**config.mk**
```make
export PLATFORM = sky130hd
export DESIGN_NAME = ghr_spec_ctrl
export DESIGN_NICKNAME = d
export VERILOG_FILES = /design/src/rtl/ghr_spec_ctrl.sv
export SDC_FILE = /design/constraint.sdc
export NUM_CORES = 1
export LEC_CHECK = 0
export BUFFER_PORTS_ARGS = -buffer_cell sky130_fd_sc_hd__buf_4
export CELL_PAD_IN_SITES_DETAIL_PLACEMENT = 0
export CELL_PAD_IN_SITES_GLOBAL_PLACEMENT = 2
export CORE_MARGIN = 5
export CORE_UTILIZATION = 39
export CTS_BUF_LIST = sky130_fd_sc_hd__clkbuf_4
export CTS_CLUSTER_DIAMETER = 60
export DETAILED_ROUTE_END_ITERATION = 10
export GPL_TIMING_DRIVEN = 0
export PLACE_DENSITY_LB_ADDON = 0.1
export SYNTH_ARGS = -nofsm -noshare
export SYNTH_HDL_FRONTEND = slang
export SYNTH_SLANG_ARGS = --single-unit
```
**constraint.sdc**
```tcl
create_clock -name CLK -period 2.35 [get_ports CLK]
set_clock_uncertainty 0.05 [all_clocks]
set_input_delay 0.47 -clock CLK [delete_from_list [all_inputs] [get_ports CLK]]
set_output_delay 0.47 -clock CLK [all_outputs]
set_load 0.005 [all_outputs]
```
**src/rtl/ghr_spec_ctrl.sv**
```systemverilog
// ghr_spec_ctrl
// Speculative global-history register controller for the branch predictor.
// Every accepted fetch prediction shifts the history. The pre-shift history
// is checkpointed into an in-order FIFO, one entry per in-flight branch. A
// mispredicted resolve of the oldest branch rebuilds the history from its
// checkpoint plus the actual outcome, flushes the FIFO, and spends one
// RECOVER cycle during which new predictions are refused.
//
// Ports:
//   CLK            clock
//   nRST           asynchronous active-low reset
//   pred_valid     fetch presents a conditional-branch prediction
//   pred_taken     predicted direction
//   pred_ready     prediction can be accepted this cycle (registered state only)
//   res_valid      oldest in-flight branch resolves
//   res_taken      actual direction
//   res_mispredict actual direction differs from prediction
//   ghr            speculative history (registered)
//   ckpt_count     occupied checkpoint entries, 0..DEPTH
//   recovering     high for the single recovery cycle
//   err            (only with GHR_SPEC_ERR_EN) sticky protocol-error flag
//
// Optional build macro: GHR_SPEC_ERR_EN adds the err output, set the cycle
// after a resolve on an empty FIFO in RUN or a prediction offered while full.
//
// state   | meaning
// --------+-----------------------------------------------------------
// RUN     | normal operation, predictions accepted when FIFO not full
// RECOVER | one-cycle bubble after a mispredict, FIFO empty, no accept

module ghr_spec_ctrl #(
    parameter int GHR_W = 3,
    parameter int DEPTH = 4
) (
    input  logic                     CLK,
    input  logic                     nRST,
    input  logic                     pred_valid,
    input  logic                     pred_taken,
    output logic                     pred_ready,
    input  logic                     res_valid,
    input  logic                     res_taken,
    input  logic                     res_mispredict,
    output logic [GHR_W-1:0]         ghr,
    output logic [$clog2(DEPTH):0]   ckpt_count,
    output logic                     recovering
`ifdef GHR_SPEC_ERR_EN
    ,
    output logic                     err
`endif
);

    localparam int PTR_W = $clog2(DEPTH);
    localparam int CNT_W = PTR_W + 1;
    localparam logic [CNT_W-1:0] FULL = CNT_W'(DEPTH);

    typedef enum logic {
        RUN     = 1'b0,
        RECOVER = 1'b1
    } state_t;

    state_t state, state_nxt;

    // Only the low GHR_W-1 bits of a checkpoint are ever used: recovery
    // shifts the checkpoint left by one and drops its MSB.
    logic [GHR_W-2:0] ckpt_mem [DEPTH];
    logic [PTR_W-1:0] head, tail;
    logic [GHR_W-2:0] head_ckpt;

    logic             pop;
    logic             mis_pop;
    logic             push;
    logic [CNT_W-1:0] count_nxt;
    logic [GHR_W-1:0] ghr_nxt;
    logic [PTR_W-1:0] head_nxt, tail_nxt;

    assign head_ckpt = ckpt_mem[head];

    // Event decode. A mispredict pop squashes any same-cycle push because
    // that prediction belongs to the wrong path.
    always_comb begin
        pop     = res_valid && (ckpt_count != '0) && (state == RUN);
        mis_pop = pop && res_mispredict;
        push    = pred_valid && pred_ready && !mis_pop;
    end

    // Datapath next values.
    always_comb begin
        count_nxt = ckpt_count;
        ghr_nxt   = ghr;
        head_nxt  = head;
        tail_nxt  = tail;
        if (mis_pop) begin
            count_nxt = '0;
            head_nxt  = '0;
            tail_nxt  = '0;
            ghr_nxt   = {head_ckpt, res_taken};
        end else begin
            if (pop) begin
                head_nxt = head + PTR_W'(1);
            end
            if (push) begin
                tail_nxt = tail + PTR_W'(1);
                ghr_nxt  = {ghr[GHR_W-2:0], pred_taken};
            end
            case ({push, pop})
                2'b10:   count_nxt = ckpt_count + CNT_W'(1);
                2'b01:   count_nxt = ckpt_count - CNT_W'(1);
                default: count_nxt = ckpt_count;
            endcase
        end
    end

    // FSM: state register.
    always_ff @(posedge CLK or negedge nRST) begin
        if (!nRST) begin
            state <= RUN;
        end else begin
            state <= state_nxt;
        end
    end

    // FSM: next state.
    always_comb begin
        state_nxt = state;
        case (state)
            RUN:     if (mis_pop) state_nxt = RECOVER;
            RECOVER: state_nxt = RUN;
            default: state_nxt = RUN;
        endcase
    end

    // FSM: outputs. pred_ready looks only at registered state so a pop in a
    // full cycle cannot open the door until the following cycle.
    always_comb begin
        pred_ready = (state == RUN) && (ckpt_count != FULL);
        recovering = (state == RECOVER);
    end

    always_ff @(posedge CLK or negedge nRST) begin
        if (!nRST) begin
            ghr        <= '0;
            ckpt_count <= '0;
            head       <= '0;
            tail       <= '0;
        end else begin
            ghr        <= ghr_nxt;
            ckpt_count <= count_nxt;
            head       <= head_nxt;
            tail       <= tail_nxt;
        end
    end

    // Checkpoint storage needs no reset; entries are only read once written.
    always_ff @(posedge CLK) begin
        if (push) begin
            ckpt_mem[tail] <= ghr[GHR_W-2:0];
        end
    end

`ifdef GHR_SPEC_ERR_EN
    logic err_evt;
    assign err_evt = (res_valid && (ckpt_count == '0) && (state == RUN)) ||
                     (pred_valid && (ckpt_count == FULL));

    always_ff @(posedge CLK or negedge nRST) begin
        if (!nRST) begin
            err <= 1'b0;
        end else if (err_evt) begin
            err <= 1'b1;
        end
    end
`endif

endmodule

```
==> results.py, run 1 <==
metrics = {
    "finish": {
        "syn2layout_area_growth_pct": 20.61,
        "drive_above_1_share_pct": 36.11,
        "multi_input_area_um2": 475.5,
        "nFillCells": 238,
        "regArea_um2": 518.0,
        "n_antenna_cell": 0,
        "fin_nets": 121,
        "final_core_util_pct": 49.80,
    },
    "timing": {
        "maxSlewHeadroom_pct": 77.17,
        "setup_viol": 0,
        "worstMarginPinSlew_ns": 0.3418,
        "finalHoldViolCount": 0,
        "fin_crit_ns": 2.228,
        "fin_crit_sh_pct": 94.82,
        "fmaxAchievable_mhz": 448.8,
        "rsz0062_at_grt": "no",
        "maxSlewViolCount": 0,
        "setup_tns_ns": 0,
    },
    "grt": {
        "antenna_found_initial": 0,
        "overflow": 0,
        "grt_use_total_pct": 12.04,
        "grt_pass1_vias": 681,
        "grt_first_pass_wirelength_um": 3256,
        "grt_max_degree": 12,
    },
    "critical_path": {
        "crit_required_ns": 2.49,
        "cp.arrival_ns": 2.37,
        "worst-path-buf-inv": 1,
        "crit_path_max_fanout": 10,
        "cp_top_family": "simple AND/OR/NAND/NOR gates",
        "crit_path_top_delay_cell": "dfrtp_1",
        "cp_cell_sequence": "nand2b_1 > a21oi_4 > buf_6 > a21oi_1 > fa_1 > nor3b_1 > or3_1",
        "cp-start-kind": "flop",
        "critical_path.max_stage_delay_ns": 0.44,
        "criticalPathCategory": "flop to flop",
        "crit_path_end_kind": "flop",
    },
    "clocking": {
        "cts_buffers": 3,
        "clk_pin_slew_worst_paths_ns": 0.11,
        "cts_tree": "done",
        "cts_root_buf": "clkbuf_4",
        "cts_buffer_depth": 2,
        "clock_latency_ns": 0.31,
        "cts.sinks": 19,
        "htreeDepth": 1,
    },
    "synth": {
        "synthFlopType": "dfrtp_1",
        "yosysWarnings": 0,
        "yosysUniqueCellTypes": 31,
        "synthTopCellsByArea": "dfrtp_1 (27%), edfxtp_1 (23%), mux2i_1 (7.8%)",
        "syn_nets": 97,
        "async_flop_share_pct": 57.89,
        "yosysSeqAreaShare_pct": 49.94,
        "synth_common_cells": "dfrtp_1 (11), edfxtp_1 (8), mux2i_1 (8)",
        "syn-cell-area_um2": 1032,
        "synthCells": 85,
        "synth_edf_count": 8,
        "synth_seq_cells": 19,
        "synth_most_common_cell": "dfrtp_1",
        "postSynthAreaPerCell_um2": 12.14,
        "yosysTopAreaCellShare_pct": 26.67,
        "synth_area_leader_cell": "dfrtp_1",
    },
    "run_status": {
        "outcome": "complete, no violations",
    },
    "floorplan": {
        "start_util_pct": 41.29,
        "die_w_um": 61.45,
        "design.die.area_um2": 3775,
        "num_io_pins": 15,
        "die-height_um": 61.45,
        "placementRows": 18,
        "core_um2": 2500,
    },
    "power": {
        "ir_worst_vdd_mv": 0.6860,
        "p_per_area_nw_per_um2": 1154,
        "cellLeakagePower_nw": 0.5539,
    },
    "routing": {
        "first_pass_iters": 4,
        "wl_per_cell_um": 14.25,
        "drt-vias-per-instance": 5.065,
        "drtIter0Drc": 20,
        "wl_um": 1966,
        "ant_nets": 0,
        "drc": 0,
        "via_count": 699,
    },
    "place": {
        "io_buffers": 14,
        "finalWeightedCongestion": 0.7775,
        "dp_hpwl_um": 1468,
    },
    "run": {
        "cap_violations": 0,
    },
    "hold_path": {
        "hold_class": "primary input to flop",
    },
}
[cells in the final DEF, fill, tap and decap left out]
cell	n
and3_2	4
nand3_2	2
nor2_1	3
clkbuf_4	3
mux2i_1	8
and3_1	1
a21oi_1	3
or3_4	1
mux4_2	2
fa_1	1
nor2_2	1
xnor2_1	2
nor3b_1	1
o21ai_0	3
and3b_1	1
dfrtp_1	9
edfxtp_1	8
a31oi_1	1
clkinv_2	1
o21ba_2	1
a21oi_4	1
nand2b_1	2
o21ai_1	3
a22o_1	1
dlygate4sd3_1	1
ha_1	4
buf_4	18
nor2b_1	1
nand2_1	7
dfrtp_2	2
nor3_1	3
inv_2	1
inv_1	4
buf_6	2
o32ai_1	1
or3_1	1
[worst min-delay path, delay by kind of cell]
kind	cells	cell delay, ns
compound gates	1	0.06
simple gates	1	0.03
buf+inv	1	0.08
[through the flow]
stage / cell area, um2 / instances / worst slack (ns) / hold WS, ns / power [mW]
floorplan: 1032 / 85 / 0.2602 / 0.1244 / 1.033
global placement: 1175 / 129 / 0.03138 / 0.2652 / 1.239
detailed placement: 1175 / 129 / 0.02737 / 0.2727 / 1.250
CTS: 1212 / 134 / 0.02714 / 0.3147 / 1.423
global route: 1245 / 138 / 0.008555 / 0.3210 / 1.567
finish: 1245 / 138 / 0.1217 / 0.3196 / 1.437
[layer usage]
layer	GRT usage [%]	share of wire, %	up-vias
met3	3.983	5.5	2
met2	17.07	45	19
met4	4.242	0.76	0
met1	17.19	48	325
li1	-	-	353
met5	0	0	-
[registers in the layout, indices dropped and copies added, names as in the netlist]
name        count
ghr             3
tail            2
ckpt_mem        8
recovering      1
head            2
ckpt_count      3
[cell type report]
type                    instances  area share (%)
clock buffers                   3           1.809
inverters                       5           1.508
multi-input cells              59           38.19
well taps                      30           3.015
repair buffers                 19           11.66
plain buffers                   2           1.809
clock inverters                 1          0.4020
flip-flops and latches         19           41.61
[cells by family (layout without fill, tap and decap cells)]
group | count (synthesis) | count (layout) | share of synthesized area, %
flops | 19 | 19 | 49.94
mux | 10 | 10 | 12.12
simple gates | 28 | 28 | 16.24
fa+ha+maj | 5 | 5 | 6.788
compound gates | 14 | 14 | 9.212
xor+xnor | 2 | 2 | 1.697
buf+inv | 7 | 30 | 3.999
[power by group]
part	switching (mW)	internal [mW]	leakage [nW]
logic	0.282	0.358	0.328
clock network	0.108	0.0636	0.0177
registers	0.141	0.485	0.208
total	0.530	0.906	0.554
[timing repair]
item,CTS,global route
hold buffers,1,0
buffers inserted,0,4
setup endpoints to repair,0,1
endpoints found under the hold margin,11,0
resized for setup,0,2
[worst paths after layout]
kind                            start            end  slack (ns)  cells past startpoint
max                        recovering  ckpt_count[2]        0.12                      7
min                         res_taken         ghr[0]        0.32                      3
max reg2reg                recovering  ckpt_count[2]        0.12                      7
min reg2reg                    ghr[2]         ghr[2]        0.53                      2
max in group asynchronous        nRST  ckpt_count[0]        1.63                      2
min in group asynchronous        nRST  ckpt_count[1]        0.46                      2
(Power assumes the default switching activity.)
==> run 2: changes to the inputs <==
- ABC_AREA: not set -> 1
- CORE_UTILIZATION: 39 -> 35
==> run 2 against run 1 <==
Global-route usage fell by 1.0 points. Cell count increased by 13%. Sequential share of layout area rose by 2.9 points. Routed wire length shrank 4.5%. First-iteration DRC count shrank 40%. Combinational power down 8.6%. Register-to-register slack better by 0.14 ns. Die area grew 4.4%. Critical path type unchanged.
==> results.py, run 2 <==
metrics = {
    "grt": {
        "antenna_found_initial": 0,
        "grt_first_pass_wirelength_um": 3422,
        "grt_pass1_vias": 754,
        "overflow": 0,
        "grt_max_degree": 12,
        "grt_use_total_pct": 11.02,
    },
    "clocking": {
        "clk_pin_slew_worst_paths_ns": 0.11,
        "cts-resized-gates": 0,
        "cts_root_buf": "clkbuf_4",
        "clock_latency_ns": 0.30,
        "cts_tree": "done",
        "cts_setup_buffers": 0,
        "cts_buffers": 3,
        "htreeDepth": 1,
        "cts.sinks": 19,
        "cts_buffer_depth": 2,
    },
    "place": {
        "finalWeightedCongestion": 0.7634,
        "dp_hpwl_um": 1451,
        "io_buffers": 14,
        "postPlaceCellArea_um2": 1119,
        "place_ws_ns": 0.2863,
    },
    "timing": {
        "rsz0062_at_grt": "no",
        "worstMarginPinSlew_ns": 0.2561,
        "setup_viol": 0,
        "fmaxAchievable_mhz": 479.5,
        "maxSlewHeadroom_pct": 82.93,
        "maxSlewViolCount": 0,
        "finalHoldViolCount": 0,
        "setup_tns_ns": 0,
        "fin_crit_sh_pct": 88.75,
        "fin_ws_ns": 0.2643,
        "fin_crit_ns": 2.086,
    },
    "finish": {
        "syn2layout_area_growth_pct": 18.87,
        "most-common-layout-cells": "nand2_1 (25), inv_1 (17), buf_4 (14), dfrtp_1 (11), nor2_1 (9)",
        "reg_top3": "ckpt_mem x8, ckpt_count x3, ghr x3",
        "fin_nets": 138,
        "n_antenna_cell": 0,
        "final_common_cell": "nand2_1",
        "top_register": "ckpt_mem",
        "final_core_util_pct": 42.75,
        "drive_above_1_share_pct": 25.60,
        "final_area_um2": 1159,
        "largest_reg_flops": 8,
    },
    "power": {
        "p_sw_mw": 0.5468,
        "p_per_area_nw_per_um2": 1171,
        "pwr-share-seq_pct": 43.9,
        "swShare_pct": 40.31,
        "cellLeakagePower_nw": 0.5734,
        "ir_worst_vdd_mv": 0.7131,
        "power_mw": 1.356,
        "intPower_mw": 0.8096,
        "clkPwrFrac_pct": 13.0,
        "pwr-share-comb_pct": 43.1,
    },
    "hold_path": {
        "hold_path_startpoint": "pred_taken",
        "hold_class": "primary input to flop",
    },
    "critical_path": {
        "crit_required_ns": 2.50,
        "criticalPathCategory": "flop to flop",
        "r2r_start": "ckpt_count[1]",
        "cp-start-kind": "flop",
        "cp.arrival_ns": 2.24,
        "crit_path_end_kind": "flop",
        "critPathLaunch": "ckpt_count[1]",
        "crit_path_max_fanout": 4,
    },
    "synth": {
        "yosysWarnings": 0,
        "syn-cell-area_um2": 974.7,
        "synth_edf_count": 8,
        "syn_nets": 118,
        "synth_common_cells": "nand2_1 (25), inv_1 (17), dfrtp_1 (11)",
        "postSynthAreaPerCell_um2": 9.195,
        "synthTopCellsByArea": "dfrtp_1 (28%), edfxtp_1 (25%), nand2_1 (9.6%)",
        "synth_seq_cells": 19,
        "async_flop_share_pct": 57.89,
        "synthFlopType": "dfrtp_1",
        "yosysSeqAreaShare_pct": 52.89,
        "synth_area_leader_cell": "dfrtp_1",
        "yosysTopAreaCellShare_pct": 28.24,
        "synthCells": 106,
        "synth_most_common_cell": "nand2_1",
        "yosysUniqueCellTypes": 19,
    },
    "floorplan": {
        "num_io_pins": 15,
        "die-height_um": 62.77,
        "design.die.area_um2": 3940,
        "placementRows": 19,
        "core_um2": 2710,
        "start_util_pct": 35.96,
        "die_w_um": 62.77,
    },
    "routing": {
        "drt-vias-per-instance": 4.545,
        "drtIter0Drc": 12,
        "wl_per_cell_um": 12.04,
        "wl_um": 1878,
        "via_count": 709,
        "first_pass_iters": 4,
        "drc": 0,
        "ant_nets": 0,
    },
    "run": {
        "cap_violations": 0,
    },
    "run_status": {
        "outcome": "complete, no violations",
    },
}
==> run 2: kinds of logic after synthesis <==
group / Yosys count / synth area share [%]
buffers and inverters: 20 / 7.702
flip-flops: 19 / 52.89
AO/OA/AOI/OAI: 14 / 9.242
adder cells (fa/ha/maj): 5 / 7.189
AND/OR/NAND/NOR: 47 / 22.08
XOR/XNOR: 1 / 0.8988
==> run 2: worst paths after layout <==
check                           slack [ns]  cells after the start       endpoint
worst max-delay path                  0.26                     12  ckpt_count[2]
worst min-delay path                  0.34                      3         ghr[0]
worst max register to register        0.26                     12  ckpt_count[2]
worst min register to register        0.47                      2         ghr[2]
max in group asynchronous             1.60                      2         ghr[0]
min in group asynchronous             0.48                      2        head[1]
==> run 2: power groups by stage <==
stage | Clock, mW | Sequential (mW) | Combinational [mW]
after floorplan | 0 | 0.580 | 0.400
after global placement | 0 | 0.601 | 0.593
after detailed placement | 0 | 0.604 | 0.595
after CTS | 0.184 | 0.597 | 0.596
after global routing | 0.204 | 0.619 | 0.682
final | 0.176 | 0.596 | 0.584
==> run 2: what timing repair did <==
item / in CTS / in global routing
hold endpoints to repair: 11 / 0
setup endpoints to repair: 0 / 0
hold buffers: 1 / 0
==> run 2: worst max-delay path: stages, from the launching register on <==
cell,delay (ns)
dfrtp_1,0.45
nor2_2,0.20
nand2_2,0.09
nand2_2,0.08
o21bai_4,0.14
inv_1,0.07
fa_1,0.39
xnor2_1,0.25
inv_1,0.06
nand2_1,0.06
nand2_1,0.05
nand2_1,0.06
nand2_1,0.04
==> run 2: through the flow <==
stage	instances	hold WS (ns)
global placement	151	0.2753
floorplan	106	0.1244
CTS	156	0.3315
detailed placement	151	0.2773
finish	156	0.3392
global route	156	0.3305
==> run 2: per-layer routing <==
metal  routed length [um]  up-vias  track usage, %  part of all wire [%]
li1                     -      372               -                     -
met1                  928      320           13.79                    49
met2                  818       13           16.32                    44
met3                  103        4           4.137                   5.5
met4                   27        0           5.836                   1.4
met5                    0        -               0                     0
==> run 2: area by class of cell <==
| cell class | count | area, um2 |
|---|---|---|
| repair buffers | 15 | 115.1 |
| fillers | 288 | 1551 |
| well taps | 31 | 38.79 |
| clock buffers | 4 | 30.03 |
| inverters | 20 | 75.07 |
| flip-flops and latches | 19 | 515.5 |
| multi-input cells | 67 | 384.1 |
